`config.mk`:
```
export PLATFORM = sky130hd
export DESIGN_NAME = current_overload_monitor_flat
export DESIGN_NICKNAME = d
export VERILOG_FILES = /design/src/rtl/current_overload_monitor_if.sv /design/src/rtl/current_overload_monitor.sv /design/src/flat_wrapper.sv
export SDC_FILE = /design/constraint.sdc
export NUM_CORES = 1
export LEC_CHECK = 0
export ABC_CLOCK_PERIOD_IN_PS = 3700
export BUFFER_PORTS_ARGS = -buffer_cell sky130_fd_sc_hd__clkbuf_2
export CORE_UTILIZATION = 55
export CTS_BUF_LIST = sky130_fd_sc_hd__clkbuf_16
export CTS_CLUSTER_DIAMETER = 80
export CTS_CLUSTER_SIZE = 10
export DETAILED_ROUTE_END_ITERATION = 10
export GPL_TIMING_DRIVEN = 1
export PLACE_DENSITY = 0.8
export SYNTH_ARGS = -nofsm -noshare
export SYNTH_HDL_FRONTEND = slang
export SYNTH_SLANG_ARGS = --single-unit
```
`constraint.sdc`:
```
create_clock -name clock -period 3.7 [get_ports clock]
set_input_delay 0.185 -clock clock [delete_from_list [all_inputs] [get_ports clock]]
set_output_delay 0.185 -clock clock [all_outputs]
set_load 0.01 [all_outputs]
```
`src/rtl/current_overload_monitor_if.sv`:
```
// Signal bundle between the H-bridge controller and the current overload monitor.
// The monitor side is the slave; the controller/bench side is the master.
interface current_overload_monitor_if #(
  parameter int unsigned CHANNELS = 2,
  parameter int unsigned CNT_W    = 28
);
  logic [CHANNELS-1:0] sense;
  logic                is_turning;
  logic                enable;
  logic                clear_trip;
  logic [2:0]          ch_sel;
  logic                overload;
  logic [CHANNELS-1:0] overload_ch;
  logic                window_done;
  logic [CNT_W-1:0]    ch_count;

  modport master (
    output sense, is_turning, enable, clear_trip, ch_sel,
    input  overload, overload_ch, window_done, ch_count
  );

  modport slave (
    input  sense, is_turning, enable, clear_trip, ch_sel,
    output overload, overload_ch, window_done, ch_count
  );
endinterface

```
`src/rtl/current_overload_monitor.sv`:
```
// Multi-channel current-sense overload monitor: windowed duty counting against a
// mode-dependent threshold, with a per-channel trip/hold-off state machine.
module current_overload_monitor #(
  parameter int unsigned CHANNELS        = 2,
  parameter int unsigned CNT_W           = 28,
  parameter int unsigned WINDOW          = 20000000,
  parameter int unsigned BLANK_CYCLES    = 25,
  parameter int unsigned THRESH_STRAIGHT = 500000,
  parameter int unsigned THRESH_TURN     = 2000000,
  parameter int unsigned TRIP_WINDOWS    = 1,
  parameter int unsigned HOLDOFF_WINDOWS = 2,
  parameter int unsigned SYNC_STAGES     = 2
) (
  input logic                         clock,
  input logic                         reset_n,
  current_overload_monitor_if.slave   mon
);

  localparam int unsigned StreakW = (TRIP_WINDOWS < 2) ? 1 : $clog2(TRIP_WINDOWS + 1);
  localparam int unsigned HoldW   = (HOLDOFF_WINDOWS < 1) ? 1 : $clog2(HOLDOFF_WINDOWS + 1);

  localparam logic [CNT_W-1:0]   WinLast     = CNT_W'(WINDOW - 1);
  localparam logic [CNT_W-1:0]   BlankStart  = CNT_W'(BLANK_CYCLES);
  localparam logic [CNT_W-1:0]   ThrStraight = CNT_W'(THRESH_STRAIGHT);
  localparam logic [CNT_W-1:0]   ThrTurn     = CNT_W'(THRESH_TURN);
  localparam logic [HoldW-1:0]   HoldLoad    = HoldW'(HOLDOFF_WINDOWS);

  typedef enum logic {StOk, StTripped} state_e;

  logic [CHANNELS-1:0] sync_q [SYNC_STAGES];
  logic [CHANNELS-1:0] sync_d [SYNC_STAGES];
  logic [CNT_W-1:0]    win_q, win_d;
  logic [CNT_W-1:0]    acc_q [CHANNELS];
  logic [CNT_W-1:0]    acc_d [CHANNELS];
  logic [CNT_W-1:0]    cnt_q [CHANNELS];
  logic [CNT_W-1:0]    cnt_d [CHANNELS];
  state_e              state_q [CHANNELS];
  state_e              state_d [CHANNELS];
  logic [StreakW-1:0]  streak_q [CHANNELS];
  logic [StreakW-1:0]  streak_d [CHANNELS];
  logic [HoldW-1:0]    hold_q [CHANNELS];
  logic [HoldW-1:0]    hold_d [CHANNELS];
  logic                done_q, done_d;

  logic [CHANNELS-1:0] s;
  logic                win_end;
  logic                in_count;
  logic [CNT_W-1:0]    thr;
  logic [CNT_W-1:0]    final_cnt [CHANNELS];
  logic [CHANNELS-1:0] over;
  logic [CHANNELS-1:0] tripped;

  always_comb begin
    sync_d[0] = mon.sense;
    for (int k = 1; k < SYNC_STAGES; k++) begin
      sync_d[k] = sync_q[k-1];
    end
  end

  assign s        = sync_q[SYNC_STAGES-1];
  assign win_end  = mon.enable && (win_q == WinLast);
  assign in_count = (win_q >= BlankStart);
  assign thr      = mon.is_turning ? ThrTurn : ThrStraight;

  // final_cnt doubles as the running accumulator update; at the last window cycle it
  // already includes that cycle's sample.
  always_comb begin
    for (int i = 0; i < CHANNELS; i++) begin
      final_cnt[i] = (in_count && s[i] && !(&acc_q[i])) ? acc_q[i] + CNT_W'(1) : acc_q[i];
      over[i]      = (final_cnt[i] > thr);
    end
  end

  always_comb begin
    win_d  = '0;
    done_d = win_end;
    if (mon.enable && !win_end) begin
      win_d = win_q + CNT_W'(1);
    end
    for (int i = 0; i < CHANNELS; i++) begin
      acc_d[i]    = final_cnt[i];
      cnt_d[i]    = cnt_q[i];
      state_d[i]  = state_q[i];
      streak_d[i] = streak_q[i];
      hold_d[i]   = hold_q[i];
      if (!mon.enable) begin
        acc_d[i]    = '0;
        state_d[i]  = StOk;
        streak_d[i] = '0;
        hold_d[i]   = '0;
      end else begin
        if (win_end) begin
          cnt_d[i] = final_cnt[i];
          acc_d[i] = '0;
        end
        // clear_trip wins over the window-end evaluation and discards its result.
        if (mon.clear_trip) begin
          state_d[i]  = StOk;
          streak_d[i] = '0;
          hold_d[i]   = '0;
        end else if (win_end) begin
          unique case (state_q[i])
            StOk: begin
              if (!over[i]) begin
                streak_d[i] = '0;
              end else if ((32'(streak_q[i]) + 32'd1) >= TRIP_WINDOWS) begin
                state_d[i]  = StTripped;
                hold_d[i]   = HoldLoad;
                streak_d[i] = '0;
              end else begin
                streak_d[i] = streak_q[i] + StreakW'(1);
              end
            end
            StTripped: begin
              if (hold_q[i] != '0) begin
                hold_d[i] = hold_q[i] - HoldW'(1);
              end else if (over[i]) begin
                hold_d[i] = HoldLoad;
              end else begin
                state_d[i] = StOk;
              end
            end
          endcase
        end
      end
    end
  end

  always_ff @(posedge clock or negedge reset_n) begin
    if (!reset_n) begin
      for (int k = 0; k < SYNC_STAGES; k++) begin
        sync_q[k] <= '0;
      end
      for (int i = 0; i < CHANNELS; i++) begin
        acc_q[i]    <= '0;
        cnt_q[i]    <= '0;
        state_q[i]  <= StOk;
        streak_q[i] <= '0;
        hold_q[i]   <= '0;
      end
      win_q  <= '0;
      done_q <= 1'b0;
    end else begin
      sync_q   <= sync_d;
      acc_q    <= acc_d;
      cnt_q    <= cnt_d;
      state_q  <= state_d;
      streak_q <= streak_d;
      hold_q   <= hold_d;
      win_q    <= win_d;
      done_q   <= done_d;
    end
  end

  always_comb begin
    mon.ch_count = '0;
    for (int i = 0; i < CHANNELS; i++) begin
      tripped[i] = (state_q[i] == StTripped);
      if (mon.ch_sel == 3'(i)) begin
        mon.ch_count = cnt_q[i];
      end
    end
  end

  assign mon.overload_ch = tripped;
  assign mon.overload    = |tripped;
  assign mon.window_done = done_q;

endmodule
```
`src/flat_wrapper.sv`:
```
// flat-port wrapper written by rule: the top's interface ports become plain ports
module current_overload_monitor_flat 
#(
  parameter int unsigned CHANNELS        = 2,
  parameter int unsigned CNT_W           = 28,
  parameter int unsigned WINDOW          = 20000000,
  parameter int unsigned BLANK_CYCLES    = 25,
  parameter int unsigned THRESH_STRAIGHT = 500000,
  parameter int unsigned THRESH_TURN     = 2000000,
  parameter int unsigned TRIP_WINDOWS    = 1,
  parameter int unsigned HOLDOFF_WINDOWS = 2,
  parameter int unsigned SYNC_STAGES     = 2
)
  (clock, reset_n, mon_sense, mon_is_turning, mon_enable, mon_clear_trip, mon_ch_sel, mon_overload, mon_overload_ch, mon_window_done, mon_ch_count);
  current_overload_monitor_if #(.CHANNELS(CHANNELS), .CNT_W(CNT_W)) mon_i ();
  input logic clock;
  input logic reset_n;
  input wire logic [$bits(mon_i.sense)-1:0] mon_sense;
  input wire logic [$bits(mon_i.is_turning)-1:0] mon_is_turning;
  input wire logic [$bits(mon_i.enable)-1:0] mon_enable;
  input wire logic [$bits(mon_i.clear_trip)-1:0] mon_clear_trip;
  input wire logic [$bits(mon_i.ch_sel)-1:0] mon_ch_sel;
  output wire logic [$bits(mon_i.overload)-1:0] mon_overload;
  output wire logic [$bits(mon_i.overload_ch)-1:0] mon_overload_ch;
  output wire logic [$bits(mon_i.window_done)-1:0] mon_window_done;
  output wire logic [$bits(mon_i.ch_count)-1:0] mon_ch_count;
  assign mon_i.sense = mon_sense;
  assign mon_i.is_turning = mon_is_turning;
  assign mon_i.enable = mon_enable;
  assign mon_i.clear_trip = mon_clear_trip;
  assign mon_i.ch_sel = mon_ch_sel;
  assign mon_overload = mon_i.overload;
  assign mon_overload_ch = mon_i.overload_ch;
  assign mon_window_done = mon_i.window_done;
  assign mon_ch_count = mon_i.ch_count;
  current_overload_monitor #(.CHANNELS(CHANNELS), .CNT_W(CNT_W), .WINDOW(WINDOW), .BLANK_CYCLES(BLANK_CYCLES), .THRESH_STRAIGHT(THRESH_STRAIGHT), .THRESH_TURN(THRESH_TURN), .TRIP_WINDOWS(TRIP_WINDOWS), .HOLDOFF_WINDOWS(HOLDOFF_WINDOWS), .SYNC_STAGES(SYNC_STAGES)) u_core (.clock(clock), .reset_n(reset_n), .mon(mon_i));
endmodule
```
==> metrics.md <==
| Metric | Value |
|---|---|
| Net Count, Synth | just over 900 |
| HP Class | in -> reg |
| Register area share after synthesis | 45.8% |
| # rows | 44 |
| #FFs+latches synth | ~150 |
| NetSw | about 770 µW |
| RSZ-0062 raised after global routing | true |
| CP most frequent cell | buf_4 |
| Antenna Nets Post-Route | 0 |
| Post-synthesis area per instance | approximately 9.2 µm² |
| DP Wirelength | 14900 µm |
| Asr flop ratio synth | 100% |
| Peak supply drop | 0.000350 V |
| Clock power share | between 40% and 50% |
| GRT overflow | 0 |
| Internal | about 2700 µW |
| Failing checks | negative setup slack |
| Initial Util | between 50% and 60% |
| Pre-antenna DRT Iters | 5 |
| Critical Path, Cell by Cell | inv_1 -> ha_2 -> nor3b_4 -> o2111ai_2 -> nor2_1 -> buf_4 -> nor4_4 -> nand4_1 -> xor2_1 -> inv_1 -> ha_4 -> and2_4 -> o211ai_1 -> buf_4 -> a211oi_2 -> buf_4 -> o21ai_2 -> a21o_1 -> a211oi_2 |
| GR Util All Layers | 27.5% |
| Gate Count Post-Synth | between 800 and 900 |
| Reg area | approximately 0.0038 mm² |
| Area delta synth->final | 25.3% |
| Gate power share | under 10% |
| Vias in the first global route | 6968 |
| Full die area | 0.0155 mm² |
| Critical path launch point type | flop |
| Max-slew violations | 0 |
| IO Pins | 42 |
| Setup crit end kind | flop |
| Antenna violations before repair | 0 |
| Total clock sinks | ~150 |
| Max Cap Violations | 0 |
| YS warnings | 0 |
| PD cells | around 330 mW/mm² |
| Pin count of the biggest net entering global routing | 104 |
| Mapped Area | just over 0.008 mm² |
| Avg Vias per Cell | between 5 and 6 |
| Post-synth EDFFs | 0 |
| Final count of hold timing violations | 0 |
| Req. time, crit path | just over 4 ns |
| WHS | between 0.1 and 0.15 ns |
| CTS Buf Count | 17 |
| Sequential power share | approximately half |
| Via count | 7240 |
| Slew HR | about 36% |
| Number of H-tree levels | 4 |
| Leakage | 0.00463 µW |
| PnR worst setup slack | -0.0346 ns |
| Crit Path Category | reg -> reg |
| Core Area | between 0.01 and 0.015 mm² |
| Die H | 124 µm |
| Switching share of power | between 20% and 30% |
| Crit-path max cell delay | 0.37 ns |
| Crit-path slowest cell | dfrtp_1 |
| CTS tree | built |
| Port-buffer cells | just over 40 |
| Top FF cell, synth | dfrtp_1 |
| Antenna diode count | 0 |
| Multi-input gate area | between 0.004 and 0.005 mm² |
| Fin crit share | 101% |
| Post-layout util | ~71% |
| Clk pin slew, worst setup/hold paths | roughly 0.060 ns |
| Filler cells | ~1.1k |
| Layout cells sized above 1 | between 20 and 25% |
| DRT Wirelength | roughly 22000 µm |
| Final setup violation count | 1 |
| Outcome | finished with violations |
| Residual DRC | 0 |
| WL/cell | about 18 µm |
| Die X | 124 µm |
| Clock skew | 0.00827 ns |
| Slew @ Worst Pin | ~0.95 ns |
| CTS Buffer Depth | 2 |
| Fmax | approximately 270 MHz |
| Drt first-iter violations | approximately 530 |
| Clock latency on the worst-skew pair | about 0.43 ns |
| WP data arrival | about 4.1 ns |
| Library cells used by synthesis | 67 |
| Post-layout minimum cycle time | 3.73 ns |
| Routability cong. | 0.945 |
| Peak fanout along the critical path | 6 |
| Global-route wire length before repair | 33800 µm |
| Fin nets | between 1k and 1.5k |
| Root buffer cell | clkbuf_16 |
cells in the mapped netlist, types with 7 or more instances:
library cell    n  area (µm²)
xor2_1         36         315
clkbuf_1       28         105
and4_1          9        78.8
nand4_1        19         119
buf_2          11        55.1
a22o_1         28         245
nor2_1        120         450
inv_1          30         113
nor3_1         20         100
nand2_1       109         409
and3_1         20         125
xnor2_1        41         359
nor4_1         12        75.1
or3_1          10        62.6
nand3_1        33         165
o2111ai_1       7        61.3
a21oi_1         8        40.0
dfrtp_1       151        3780
o21ai_0        61         305
and2_1         14        87.6
or2_2           8        50.1
ha_1           25         313
kinds of logic (layout without fill, tap and decap cells):
logic type | count (synthesis) | in the layout | share of synthesized area [%]
simple gates | 412 | 412 | 25.0
flops | 151 | 151 | 45.8
compound gates | 147 | 147 | 12.3
xor+xnor | 77 | 77 | 8.18
buf+inv | 72 | 212 | 3.55
fa+ha+maj | 26 | 26 | 3.92
mux | 9 | 9 | 1.15
metrics by stage:
step	setup TNS, ns	power, µW	cells	instance area, µm²	worst slack [ns]
finish	-0.0346	3450	1218	10300	-0.0346
CTS	-0.0210	3460	1207	9880	-0.0210
detailed placement	-0.272	1800	1171	9250	-0.126
global route	-0.613	3550	1218	10300	-0.236
floorplan	0	1730	894	8240	0.0193
global placement	-0.0606	1800	1171	9250	-0.0581
path summary, 6_finish.rpt:
check                                       from               end  slack (ns)  depth (start not counted)
worst min-delay path                  mon_enable   u_core.win_q[4]        0.14                          2
max in group asynchronous                reset_n   u_core.acc_q[3]        2.40                          3
worst max register to register   u_core.win_q[0]  u_core.hold_q[1]       -0.03                         19
worst min register to register  u_core.sync_d[1]       u_core.s[1]        0.35                          0
worst max-delay path             u_core.win_q[0]  u_core.hold_q[1]       -0.03                         19
min in group asynchronous                reset_n  u_core.cnt_q[30]        0.40                          2
worst max-delay path: cells and delay by family (launching register included):
kind | cells | cell delay [ns]
flops | 1 | 0.37
compound gates | 6 | 1.15
simple gates | 5 | 0.74
fa+ha+maj | 2 | 0.45
xor+xnor | 1 | 0.23
buf+inv | 5 | 0.70
final cells by class:
cell class	count	area share, %
sequential	151	36.6
clock buffer	17	4.12
tap	184	2.23
timing repair buffer	150	10.4
inverter	30	1.09
clock inverter	15	1.36
multi-input combinational	671	44.2
layout by cell type, fill, tap and decap left out, types with 4 or more instances in the layout:
cell type and count:
dfrtp_1 150, nor2_1 116, nand2_1 106, buf_4 101, o21ai_0 61, clkbuf_2 40, xnor2_1 37, xor2_1 33
nand3_1 32, inv_1 31, a22o_1 28, ha_1 20, nand4_1 19, and3_1 18, clkbuf_16 17, nor3_1 14
and2_1 13, and4_1 9, or3_1 9, a21oi_1 8, or2_2 7, nor4_1 7, nand2b_1 6, nor4_2 5
nor2_4 5, mux2i_1 5, clkinvlp_4 5, nor3_2 4, xnor2_2 4, o31a_1 4, nor3b_1 4, a211oi_2 4
mux2_2 4, dlygate4sd3_1 4
power by group through the flow:
| stage | Combinational, µW | Sequential [µW] | Clock, µW |
|---|---|---|---|
| 2_1_floorplan | 43.0 | 1690 | 0 |
| 3_3_place_gp | 110 | 1690 | 0 |
| 3_5_place_dp | 113 | 1690 | 0 |
| 4_1_cts | 117 | 1660 | 1680 |
| 5_1_grt | 141 | 1660 | 1750 |
| 6_report | 126 | 1660 | 1660 |
timing repair:
| item | in CTS | in global routing |
|---|---|---|
| setup buffers | 0 | 11 |
| hold buffers | 4 | 0 |
| hold endpoints to repair | 105 | 0 |
| pin swaps | 0 | 29 |
| resized for setup | 5 | 67 |
| setup endpoints to repair | 5 | 6 |
flip-flops by register name, summed over array words and instances (netlist names):
signal                  count
u_core.mon.window_done      1
u_core.cnt_q               56
u_core.mon.overload_ch      2
u_core.acc_q               56
u_core.win_q               28
u_core.s                    2
u_core.hold_q               4
u_core.sync_d               2
routing by layer:
metal,vias to the layer above,wire length [µm],global-route usage [%]
met5,-,0,0
met4,0,568,8.43
met3,56,1110,5.50
met2,228,11000,48.4
met1,3573,9100,34.0
li1,3383,-,-
Power figures use the tool's default switching activity.
